## src/rtl/lfsr_pkg.sv

```systemverilog
// Shared types for the LFSR pattern generator: feedback mode and control state.
package lfsr_pkg;

  typedef enum logic {
    LFSR_FIB = 1'b0,
    LFSR_GAL = 1'b1
  } lfsr_mode_e;

  typedef enum logic {
    ST_IDLE = 1'b0,
    ST_RUN  = 1'b1
  } lfsr_state_e;

endpackage

```

## src/rtl/lfsr_next.sv

```systemverilog
// Combinational next-state function of a WIDTH-bit LFSR in Fibonacci or Galois form.
module lfsr_next
  import lfsr_pkg::*;
#(
  parameter int WIDTH = 8
) (
  input  logic [WIDTH-1:0] lfsr_i,
  input  logic [WIDTH-1:0] taps_i,
  input  lfsr_mode_e       mode_i,
  output logic [WIDTH-1:0] next_o,
  output logic             is_zero_o
);

  // Fibonacci shifts the tap parity in at bit 0; Galois shifts right and folds taps on a carried-out 1.
  always_comb begin
    next_o = lfsr_i;
    case (mode_i)
      LFSR_FIB: next_o = {lfsr_i[WIDTH-2:0], ^(lfsr_i & taps_i)};
      LFSR_GAL: begin
        if (lfsr_i[0]) begin
          next_o = (lfsr_i >> 1'b1) ^ taps_i;
        end else begin
          next_o = lfsr_i >> 1'b1;
        end
      end
      default:  next_o = lfsr_i;
    endcase
    is_zero_o = (next_o == '0);
  end

endmodule

```

## src/rtl/lfsr_pattern_gen.sv

```systemverilog
// Programmable LFSR test-pattern source with burst counting and a valid/ready output stream.
module lfsr_pattern_gen
  import lfsr_pkg::*;
#(
  parameter int               WIDTH        = 8,
  parameter logic [WIDTH-1:0] DEFAULT_TAPS = 8'hB8,
  parameter logic [WIDTH-1:0] DEFAULT_SEED = 8'h01,
  parameter int               CNT_W        = 16
) (
  input  logic             clk,
  input  logic             rst,
  input  logic             cfg_load,
  input  logic [WIDTH-1:0] cfg_seed,
  input  logic [WIDTH-1:0] cfg_taps,
  input  logic             cfg_mode,
  input  logic [CNT_W-1:0] num_patterns,
  input  logic             start,
  input  logic             stop,
  output logic             out_valid,
  input  logic             out_ready,
  output logic [WIDTH-1:0] out_data,
  output logic             busy,
  output logic             done,
  output logic             lockup
);

  localparam logic [WIDTH-1:0] LFSR_ONE = {{(WIDTH-1){1'b0}}, 1'b1};
  localparam logic [CNT_W-1:0] CNT_ONE  = {{(CNT_W-1){1'b0}}, 1'b1};

  lfsr_state_e      state_q, state_d;
  logic [WIDTH-1:0] lfsr_q, lfsr_d;
  logic [WIDTH-1:0] seed_q, seed_d;
  logic [WIDTH-1:0] taps_q, taps_d;
  lfsr_mode_e       mode_q, mode_d;
  logic [CNT_W-1:0] count_q, count_d;
  logic [CNT_W-1:0] num_q, num_d;
  logic             stop_pend_q, stop_pend_d;
  logic             out_valid_q, out_valid_d;
  logic             busy_q, busy_d;
  logic             done_q, done_d;
  logic             lockup_q, lockup_d;

  logic [WIDTH-1:0] next_s;
  logic             next_zero_s;
  logic             hs_s;
  logic             last_s;

  lfsr_next #(.WIDTH(WIDTH)) u_next (
    .lfsr_i    (lfsr_q),
    .taps_i    (taps_q),
    .mode_i    (mode_q),
    .next_o    (next_s),
    .is_zero_o (next_zero_s)
  );

  assign hs_s   = out_valid_q & out_ready;
  assign last_s = (num_q != '0) && (count_q == (num_q - CNT_ONE));

  // Control: burst start, handshake-driven advance, count end and stop handling.
  always_comb begin
    state_d     = state_q;
    lfsr_d      = lfsr_q;
    seed_d      = seed_q;
    taps_d      = taps_q;
    mode_d      = mode_q;
    count_d     = count_q;
    num_d       = num_q;
    stop_pend_d = stop_pend_q;
    out_valid_d = out_valid_q;
    busy_d      = busy_q;
    done_d      = 1'b0;
    lockup_d    = 1'b0;
    case (state_q)
      ST_IDLE: begin
        // New configuration is visible to a start in the same cycle.
        if (cfg_load) begin
          seed_d = (cfg_seed == '0) ? LFSR_ONE : cfg_seed;
          taps_d = cfg_taps;
          mode_d = lfsr_mode_e'(cfg_mode);
        end else begin
          seed_d = seed_q;
        end
        if (start) begin
          state_d     = ST_RUN;
          lfsr_d      = seed_d;
          count_d     = '0;
          num_d       = num_patterns;
          stop_pend_d = 1'b0;
          out_valid_d = 1'b1;
          busy_d      = 1'b1;
        end else begin
          state_d = ST_IDLE;
        end
      end
      ST_RUN: begin
        if (hs_s) begin
          lfsr_d   = next_zero_s ? seed_q : next_s;
          lockup_d = next_zero_s;
          count_d  = count_q + CNT_ONE;
          if (last_s) begin
            state_d     = ST_IDLE;
            out_valid_d = 1'b0;
            busy_d      = 1'b0;
            done_d      = 1'b1;
            stop_pend_d = 1'b0;
          end else if (stop || stop_pend_q) begin
            state_d     = ST_IDLE;
            out_valid_d = 1'b0;
            busy_d      = 1'b0;
            stop_pend_d = 1'b0;
          end else begin
            state_d = ST_RUN;
          end
        end else if (stop) begin
          stop_pend_d = 1'b1;
        end else begin
          stop_pend_d = stop_pend_q;
        end
      end
      default: begin
        state_d     = ST_IDLE;
        out_valid_d = 1'b0;
        busy_d      = 1'b0;
      end
    endcase
  end

  // State and output registers with synchronous reset.
  always_ff @(posedge clk) begin
    if (rst) begin
      state_q     <= ST_IDLE;
      lfsr_q      <= DEFAULT_SEED;
      seed_q      <= DEFAULT_SEED;
      taps_q      <= DEFAULT_TAPS;
      mode_q      <= LFSR_FIB;
      count_q     <= '0;
      num_q       <= '0;
      stop_pend_q <= 1'b0;
      out_valid_q <= 1'b0;
      busy_q      <= 1'b0;
      done_q      <= 1'b0;
      lockup_q    <= 1'b0;
    end else begin
      state_q     <= state_d;
      lfsr_q      <= lfsr_d;
      seed_q      <= seed_d;
      taps_q      <= taps_d;
      mode_q      <= mode_d;
      count_q     <= count_d;
      num_q       <= num_d;
      stop_pend_q <= stop_pend_d;
      out_valid_q <= out_valid_d;
      busy_q      <= busy_d;
      done_q      <= done_d;
      lockup_q    <= lockup_d;
    end
  end

  assign out_valid = out_valid_q;
  assign out_data  = lfsr_q;
  assign busy      = busy_q;
  assign done      = done_q;
  assign lockup    = lockup_q;

endmodule

```

## config.mk

```make
export PLATFORM = sky130hd
export DESIGN_NAME = lfsr_pattern_gen
export DESIGN_NICKNAME = d
export VERILOG_FILES = /design/src/rtl/lfsr_pkg.sv /design/src/rtl/lfsr_next.sv /design/src/rtl/lfsr_pattern_gen.sv
export SDC_FILE = /design/constraint.sdc
export NUM_CORES = 1
export LEC_CHECK = 0
export ABC_AREA = 1
export CAP_MARGIN = 25
export CORE_ASPECT_RATIO = 1.5
export CORE_MARGIN = 10
export CORE_UTILIZATION = 59
export CTS_CLUSTER_DIAMETER = 30
export CTS_CLUSTER_SIZE = 12
export DETAILED_ROUTE_END_ITERATION = 6
export PLACE_DENSITY = 0.85
export SLEW_MARGIN = 40
export SYNTH_ARGS = -nofsm -noshare
export SYNTH_HDL_FRONTEND = slang
export SYNTH_SLANG_ARGS = --single-unit
export TNS_END_PERCENT = 30
```

## constraint.sdc

```tcl
create_clock -name clk -period 2.75 [get_ports clk]
set_input_delay 0.4125 -clock clk [delete_from_list [all_inputs] [get_ports clk]]
set_output_delay 0.4125 -clock clk [all_outputs]
set_load 0.02 [all_outputs]
```

Yosys cells after proc, flatten, opt, wreduce, memory -nomap -nowiden
Index checks and enable logic that the tools add are counted.
Widths: inputs -> output; s select.
{ "totals": {"output_inout_bits": 12, "register_bits": 62, "input_bits": 39, "elab_cells": 63} }
{ "classes": {"n_bitwise": 6, "n_reduce_logical": 12, "add_sub_neg": 2, "n_eq_ne": 6, "n_mux": 26} }
{ "op_table": {"columns": ["op", "count"], "rows": [
  ["$mux 8", 6],
  ["$mux 16", 2],
  ["$pmux 16 s2", 1],
  ["$pmux 8 s2", 2],
  ["$add 16x1->16 const B", 1],
  ["$eq 16x16->1", 1],
  ["$logic_not 8->1", 2],
  ["$reduce_bool 16->1", 1],
  ["$sub 16x1->16 const B", 1],
  ["$mux 1", 12],
  ["$and 8x8->8", 1],
  ["$reduce_xor 8->1", 1],
  ["$xor 7x8->8", 1],
  ["$pmux 1 s2", 3],
  ["$reduce_and 2->1", 3],
  ["$reduce_and 3->1", 2],
  ["$ne 4x2->1 const B", 1],
  ["$ne 3x1->1 const B", 1],
  ["$ne 3x2->1 const B", 1],
  ["$not 1->1", 3],
  ["$reduce_or 3->1", 1],
  ["$ne 2x1->1 const B", 1],
  ["$ne 2x2->1 const B", 1],
  ["$and 1x1->1", 1],
  ["other kinds (2)", 2]
]} }

Depth between registers and ports, before layout
Gate-level depths: netlist of run 1.
{ "depth": {"ltp_word": 7, "mapped_depth": 17, "mapped_depth_nobuf": 17} }

By module
Synthesis of run 1 repeated with hierarchy kept, for this count alone.
{ "unflattened": {"cells_unflattened": 586, "hier_area_um2": 3682.3} }
{ "by_module_without_submodules": {"columns": ["module", "instances", "seq_area_each_um2", "cells_each", "area_per_inst_um2"], "rows": [
  ["lfsr_pattern_gen", 1, 1241.2, 487, 3234.4],
  ["lfsr_next", 1, 0.0, 99, 447.9]
]} }

Worst setup path after synthesis of run 1
Ideal clock, no wire load.
{ "synth_timing": {"path_type": "reg2reg", "startpoint": "register num_q[0]", "endpoint": "register busy_q, in the netlist busy", "t_arrival_ns": 1.497, "slack_ns": 1.140, "path_stages_with_launch": 15, "t_required_ns": 2.637, "synth_period_minus_slack_ns": 1.610, "n_path_buf": 0, "setup_ns": 0.113, "path_cell_list": "dfxtp_1 > inv_2 > ha_1 > xor2_1 > nand2_1 > nor2_1 > nand2_1 > nor2_1 > nand2_1 > nor2_2 > nand3_2 > nand2_2 > nand2_1 > nand2_1 > nor2_1"} }
{ "synth_between": {"elab_chain_cells": 6, "elab_cells_between_ends": 9, "cone_classes": "add/sub: 1; eq/ne: 2; mux: 3; reduce/logical: 3"} }
{ "synth_lines": {"columns": ["element", "line", "text"], "rows": [
  ["start, declared", "lfsr_pattern_gen.sv:36", "logic [CNT_W-1:0] num_q, num_d;"],
  ["start signal, assigned", "lfsr_pattern_gen.sv:150", "num_q <= num_d;"],
  ["$sub 16x1->16", "lfsr_pattern_gen.sv:57", "assign last_s = (num_q != '0) && (count_q == (num_q - CNT_ONE));"],
  ["$eq 16x16->1", "lfsr_pattern_gen.sv:57", null],
  ["$logic_and 1x1->1 *", "lfsr_pattern_gen.sv:57", null],
  ["$mux 1", "lfsr_pattern_gen.sv:100", "if (last_s) begin"],
  ["$mux 1", "lfsr_pattern_gen.sv:96", "if (hs_s) begin"],
  ["$pmux 1 s2", "lfsr_pattern_gen.sv:73", "case (state_q)"],
  ["end signal, assigned", "lfsr_pattern_gen.sv:153", "busy_q <= busy_d;"],
  ["end, declared", "lfsr_pattern_gen.sv:39", "logic busy_q, busy_d;"]
]} }
Every way passes the cells marked *; elsewhere a longest branch is shown, timed or not. The select of a mux whose other input is x is not followed.
A chain may end at the register's enable or synchronous reset.

Worst setup path after layout of run 1
{ "layout_timing": {"startpoint": "input out_ready", "endpoint": "register count_q[11]"} }
{ "layout_between": {"elab_chain_cells": 3} }
{ "layout_lines": {"columns": ["element", "line", "text"], "rows": [
  ["start, declared", "lfsr_pattern_gen.sv:20", "input logic out_ready,"],
  ["$and 1x1->1", "lfsr_pattern_gen.sv:56", "assign hs_s = out_valid_q & out_ready;"],
  ["$ne 2x1->1 (no source line)", null, null],
  ["$reduce_and 2->1 (no source line)", null, null],
  ["end signal, assigned", "lfsr_pattern_gen.sv:149", "count_q <= count_d;"],
  ["end, declared", "lfsr_pattern_gen.sv:35", "logic [CNT_W-1:0] count_q, count_d;"]
]} }
No other way between the ends.

==> flow_summary_export.csv, run 1 <==
group,metric,value,unit
grt,grt_overflow,0,
min_path,hold_class,"reg2reg",
logic_synthesis,synth.top_cells.by_count,"nand2_1, nor2_1, dfxtp_1",
placed_design,globalplace.congestion,0.8997,
timing,finClkSkew,0.007205,ns
logic_synthesis,synthFlopType,"dfxtp_1",
floorplan,die-area,9813,sq um
floorplan,top_level_ports,51,
placed_design,dp_hpwl,7.564,mm
critical_path,critPathCaptureType,"flop",
route,vias,3729,
floorplan,row_count,35,
timing,relSlewSlack,63.73,%
logic_synthesis,netlist.top_cell.by_area,"dfxtp_1",
logic_synthesis,synth_area_leaders,"dfxtp_1, nand2_1, nor2_1, o21ai_0, a21oi_1",
critical_path,critPathMaxFanout,18,
logic_synthesis,yosysMostFrequentCell,"nand2_1",
clocking,cts.sinks,62,
power,ir_drop,0.3895,mV
clocking,post_cts.repair.setup_buffers,0,
logic_synthesis,yosysSeqAreaShare,33.94,%
power,power.total,0.002413,W
floorplan,fp.dieW,84.29,microns
logic_synthesis,synth_top_area_share,33.94,%
timing,fmax,478.1,MHz
logic_synthesis,syn_avg_cell_area,6.698,sq um
floorplan,die_h,116.4,microns
route,via_per_inst,5.549,
timing,min_period,2.091,ns
floorplan,core,6087,sq um
route,drtIter0Drc,220,
grt,gr-usage-all-layers,20.28,%
route,antenna_left,0,
grt,grt_max_degree,42,
timing,setup_tns,0,ns
logic_synthesis,synth_warnings,0,
timing,worst_slew_pin_slew,0.5424,ns
power,combPwrFrac,23.2,%
grt,grt_pass1_wl,16.47,mm
clocking,clk-insertion-delay-late,0.35,ns
timing,grt_setup_unrepaired,"no",
logic_synthesis,synthesis.nets,587,
final_layout,syn_to_final_growth,19.98,%
critical_path,critPathKind,"in2reg",
final_layout,fin_nets,634,
logic_synthesis,ys_ff_latch,62,
route,drt_pass1_iterations,5,
flow_run,drv_cap,0,
route,post_drt_wl_per_cell,14.77,microns
timing,maxSlewViolCount,0,
timing,setup_viol,0,
logic_synthesis,synth_edf_count,0,
clocking,cts_buffer_depth,2,
clocking,cts_max_level,3,
placed_design,io_buffers,50,
power,p_leak,1.811,nW
power,powerDensity,549.8,nW/um^2
final_layout,drive_gt1_share,9.699,%
clocking,cts_hold_buf,0,
power,switchingPower,0.0007625,W
route,drt_wl_total,9.925,mm
final_layout,antenna_cells,0,
outcome,status,"finished clean",
power,power.internal,0.001650,W
timing,hold_viol,0,
floorplan,start_util,60.08,%
clocking,cts_root_buf,"clkbuf_8",
power,power.share.clock,34.4,%
logic_synthesis,synth.distinct_cells,38,
timing,fin_crit_sh,76.05,%
grt,grt_pass1_vias,3812,
logic_synthesis,syn_inst,546,
critical_path,arrival,2.37,ns
clocking,clkTransAtPathRegs,0.07,ns
power,sw_frac_of_total,31.60,%
route,drc_errors,0,
power,pwr-share-seq,42.4,%
critical_path,cp-start-kind,"primary input",
grt,antenna_found_initial,0,
critical_path,required,3.03,ns
clocking,numCtsBuffers,9,
logic_synthesis,syn_area,3657,sq um
logic_synthesis,synthArstFlopShare,0,%
clocking,cts_resized,0,
clocking,cts_tree,"yes",
-- worst max-delay path, cell delays in order --
cell	delay (ns)
clkdlybuf4s50_1	0.49
nand2_1	0.09
nor2_4	0.16
inv_2	0.07
nand2_2	0.20
inv_2	0.21
nor2_4	0.16
nand2_1	0.11
nor2_1	0.16
o21ai_0	0.11
a21oi_1	0.17
-- state kept, by name, summed over array words and instances (netlist names) --
register	flops
count_q	16
num_q	16
out_data	8
seed_q	8
taps_q	8
busy	1
done	1
lockup	1
mode_q	1
state_q	1
stop_pend_q	1
-- placed cells by master (no fill, tap or decap), types with 7 or more instances in the layout --
master and instances:
nor2_1 77, a21oi_2 7, nand2_1 128, clkbuf_8 11
dfxtp_1 62, o21ai_0 50, xnor2_1 8, nand3_2 7
xor2_1 16, a21oi_1 38, inv_1 44, nand3_1 33
clkdlybuf4s50_1 50
-- power by group through the flow --
stage	sequential, W	combinational (W)	clock (W)
final	0.00102	0.000560	0.000830
after global routing	0.00103	0.000627	0.000874
after CTS	0.00102	0.000561	0.000833
after detailed placement	0.00104	0.000556	0
after global placement	0.00104	0.000541	0
after floorplan	0.00103	0.000388	0
-- area by class of cell --
cell class | count | area, sq um
clock buffer | 13 | 158.9
clock inverter | 3 | 42.54
fill | 516 | 1699
inverter | 51 | 196.4
multi-input combinational | 415 | 2126
sequential | 62 | 1241
tap | 74 | 92.59
timing repair buffer | 54 | 530.5
-- through the flow --
| stage | std cells | hold WS (ns) | util, % | cell area (sq um) | setup slack (ns) |
|---|---|---|---|---|---|
| after global routing | 672 | 0.4905 | 72.09 | 4388 | 0.5835 |
| after CTS | 672 | 0.4743 | 72.09 | 4388 | 0.7294 |
| after floorplan | 546 | 0.4448 | - | 3657 | 1.140 |
| final | 672 | 0.4676 | 72.09 | 4388 | 0.6585 |
| after detailed placement | 656 | 0.4643 | 68.78 | 4187 | 0.3782 |
| after global placement | 656 | 0.4573 | 68.78 | 4187 | 0.5342 |
-- metal layers --
layer / GRT usage (%) / wire length, microns / part of all wire, % / vias to the layer above
met2: 39.17 / 5384 / 54 / 115
li1: - / - / - / 1862
met5: 0 / 0 / 0 / -
met4: 12.99 / 427 / 4.3 / 0
met3: 4.676 / 473 / 4.8 / 39
met1: 18.46 / 3639 / 37 / 1713
-- worst paths after layout --
check,from,to,slack [ns],cells past startpoint
setup / recovery,out_ready,count_q[11]$_SDFFE_PP0P_,0.66,11
hold / removal,seed_q[3]$_SDFFE_PP0N_,seed_q[3]$_SDFFE_PP0N_,0.47,2
setup reg to reg,busy$_SDFFE_PP0P_,count_q[11]$_SDFFE_PP0P_,0.78,10
hold reg to reg,seed_q[3]$_SDFFE_PP0N_,seed_q[3]$_SDFFE_PP0N_,0.47,2
-- cells by family after synthesis --
kind of cell / after synthesis / share of synthesized area, %
flops: 62 / 33.94
fa+ha+maj: 2 / 0.6841
compound gates: 111 / 16.76
xor+xnor: 26 / 6.808
simple gates: 276 / 33.87
buf+inv: 69 / 7.937
(Power assumes the default switching activity.)
==> run 2, diff against run 1 <==
--- a/config.mk
+++ b/config.mk
@@ -9,11 +9,11 @@
 export CAP_MARGIN = 25
 export CORE_ASPECT_RATIO = 1.5
 export CORE_MARGIN = 10
-export CORE_UTILIZATION = 59
+export CORE_UTILIZATION = 50
 export CTS_CLUSTER_DIAMETER = 30
 export CTS_CLUSTER_SIZE = 12
 export DETAILED_ROUTE_END_ITERATION = 6
-export PLACE_DENSITY = 0.85
+export PLACE_DENSITY = 0.77
 export SLEW_MARGIN = 40
 export SYNTH_ARGS = -nofsm -noshare
 export SYNTH_HDL_FRONTEND = slang
==> constraint.sdc (replaced) <==
create_clock -name clk -period 1.8 [get_ports clk]
set_input_delay 0.27 -clock clk [delete_from_list [all_inputs] [get_ports clk]]
set_output_delay 0.27 -clock clk [all_outputs]
set_load 0.02 [all_outputs]
==> flow_summary_export.csv, run 2 (same netlist as run 1, synthesis figures left out) <==
group,metric,value,unit
critical_path,crit_chain,"buf_4 -> clkdlybuf4s50_1",
final_layout,fin_nets,656,
timing,finClkSkew,0.01226,ns
power,power.total,0.003696,W
placed_design,io_buffers,50,
floorplan,die_h,124.7,microns
final_layout,final_cells,719,
floorplan,top_level_ports,51,
final_layout,reg_top3,"count_q (16), num_q (16)",
clocking,clkTransAtPathRegs,0.07,ns
grt,grt_pass1_vias,3695,
grt,grt_overflow,0,
critical_path,arrival,1.47,ns
final_layout,syn_to_final_growth,26.55,%
floorplan,core,7179,sq um
critical_path,slowest_stage,"clkdlybuf4s50_1",
route,drt_wl_total,10.16,mm
route,via_per_inst,5.210,
critical_path,required,1.53,ns
route,drt_pass1_iterations,5,
timing,grt_setup_unrepaired,"yes",
timing,min_period,1.742,ns
power,p_leak,1.933,nW
clocking,clk-insertion-delay-late,0.34,ns
placed_design,globalplace.congestion,0.9172,
final_layout,multi_input_area,2168,sq um
min_path,hold_class,"reg2reg",
flow_run,drv_cap,0,
route,drc_errors,0,
grt,grt_pass1_wl,17.14,mm
final_layout,layout_commonest_cell,"nand2_1",
clocking,post_cts.repair.setup_buffers,0,
clocking,numCtsBuffers,9,
critical_path,critPathCaptureType,"output port",
final_layout,mostFrequentLayoutCells,"nand2_1, nor2_1, dfxtp_1, o21ai_0, clkdlybuf4s50_1",
timing,relSlewSlack,75.64,%
clocking,cts_root_buf,"clkbuf_8",
critical_path,cp_num_buf_inv,2,
route,post_drt_wl_per_cell,14.14,microns
critical_path,cp-start-kind,"flop",
timing,setup_tns,0,ns
floorplan,start_util,50.94,%
grt,antenna_found_initial,0,
critical_path,critPathMaxFanout,5,
placed_design,dp_hpwl,7.737,mm
final_layout,register_area,1252,sq um
route,vias,3746,
clocking,cts_buffer_depth,2,
final_layout,antenna_cells,0,
floorplan,fp.dieW,89.83,microns
clocking,cts.sinks,62,
floorplan,die-area,11210,sq um
final_layout,drive_gt1_share,15.99,%
timing,worst_slew_pin_slew,0.3641,ns
route,antenna_left,0,
critical_path,critPathKind,"reg2out",
timing,setup_viol,0,
timing,fin_crit_sh,96.77,%
route,drtIter0Drc,251,
clocking,cts_tree,"yes",
final_layout,utilization,64.46,%
clocking,cts_max_level,3,
timing,maxSlewViolCount,0,
placed_design,dp.cells,704,
power,ir_drop,0.4838,mV
grt,gr-usage-all-layers,18.25,%
power,powerDensity,798.5,nW/um^2
outcome,status,"finished clean",
critical_path,cp_top_family,"buffers and inverters",
timing,fmax,574.1,MHz
critical_path,slowest_delay,0.61,ns
floorplan,row_count,38,
grt,grt_max_degree,27,
timing,hold_viol,0,
final_layout,fillers,652,
clocking,cts_hold_buf,0,
-- run 2: changes by cell type in the layout (fill, tap and decap cells not counted), moves of 2 or more --
cell	previous run	this run
dfxtp_2	0	9
nor2_1	77	72
nor2_2	5	9
clkbuf_1	2	0
dfxtp_1	62	53
buf_4	4	26
clkbuf_8	11	9
-- run 2: area by class of cell --
class                   count  area share (%)
clock buffers               9           2.676
inverters                  51           4.244
clock inverters             6           1.379
repair buffers             76           15.09
multi-input cells         415           46.85
flip-flops and latches     62           27.06
well taps                 100           2.703
-- run 2: per-layer routing --
layer  routed length, microns  vias up  track usage, %
met2                     5295      124           33.10
met4                      506        0           10.32
li1                         -     1912               -
met3                      405       43           3.076
met5                        0        -               0
met1                     3956     1667           19.22
-- run 2: final timing paths --
check / from / to / slack [ns] / cells past startpoint
worst max-delay path: out_data[1]$_SDFFE_PP0P_ / out_data[1] / 0.06 / 2
worst min-delay path: count_q[0]$_SDFFE_PP0P_ / count_q[0]$_SDFFE_PP0P_ / 0.47 / 1
worst max register to register: num_q[1]$_SDFFE_PP0P_ / busy$_SDFFE_PP0P_ / 0.09 / 14
worst min register to register: count_q[0]$_SDFFE_PP0P_ / count_q[0]$_SDFFE_PP0P_ / 0.47 / 1
-- run 2: report_power, final --
part | leakage [nW] | internal [W] | switching (W)
clock | 0.0911 | 0.000628 | 0.000572
sequential | 0.512 | 0.00146 | 0.0000995
combinational | 1.33 | 0.000403 | 0.000535
total | 1.93 | 0.00249 | 0.00121
-- run 2: metrics by stage --
stage / hold WS (ns) / setup slack, ns / area [sq um]
after floorplan: 0.3963 / 0.1899 / 3657
after global placement: 0.4503 / 0.04112 / 4384
after detailed placement: 0.4643 / 0.0003038 / 4384
after CTS: 0.4755 / 0.01238 / 4573
after global routing: 0.4911 / -0.06173 / 4628
final: 0.4721 / 0.05815 / 4628
-- run 2: timing repair --
action	CTS	global route
resized for setup	1	21
setup endpoints to repair	1	17
pin swaps	0	6
-- run 2: worst reg2reg max path: stages, from the launching register on --
cell and delay, ns:
dfxtp_2 0.34, inv_2 0.05, ha_4 0.25, xor2_1 0.15, nand2_1 0.07, nor2_1 0.09, nand2_1 0.07, nor2_2 0.12
nand2_1 0.07, nor2_2 0.09, nand3_2 0.09, nand2_2 0.07, nand2_1 0.04, nand2_1 0.07, nor2_1 0.04
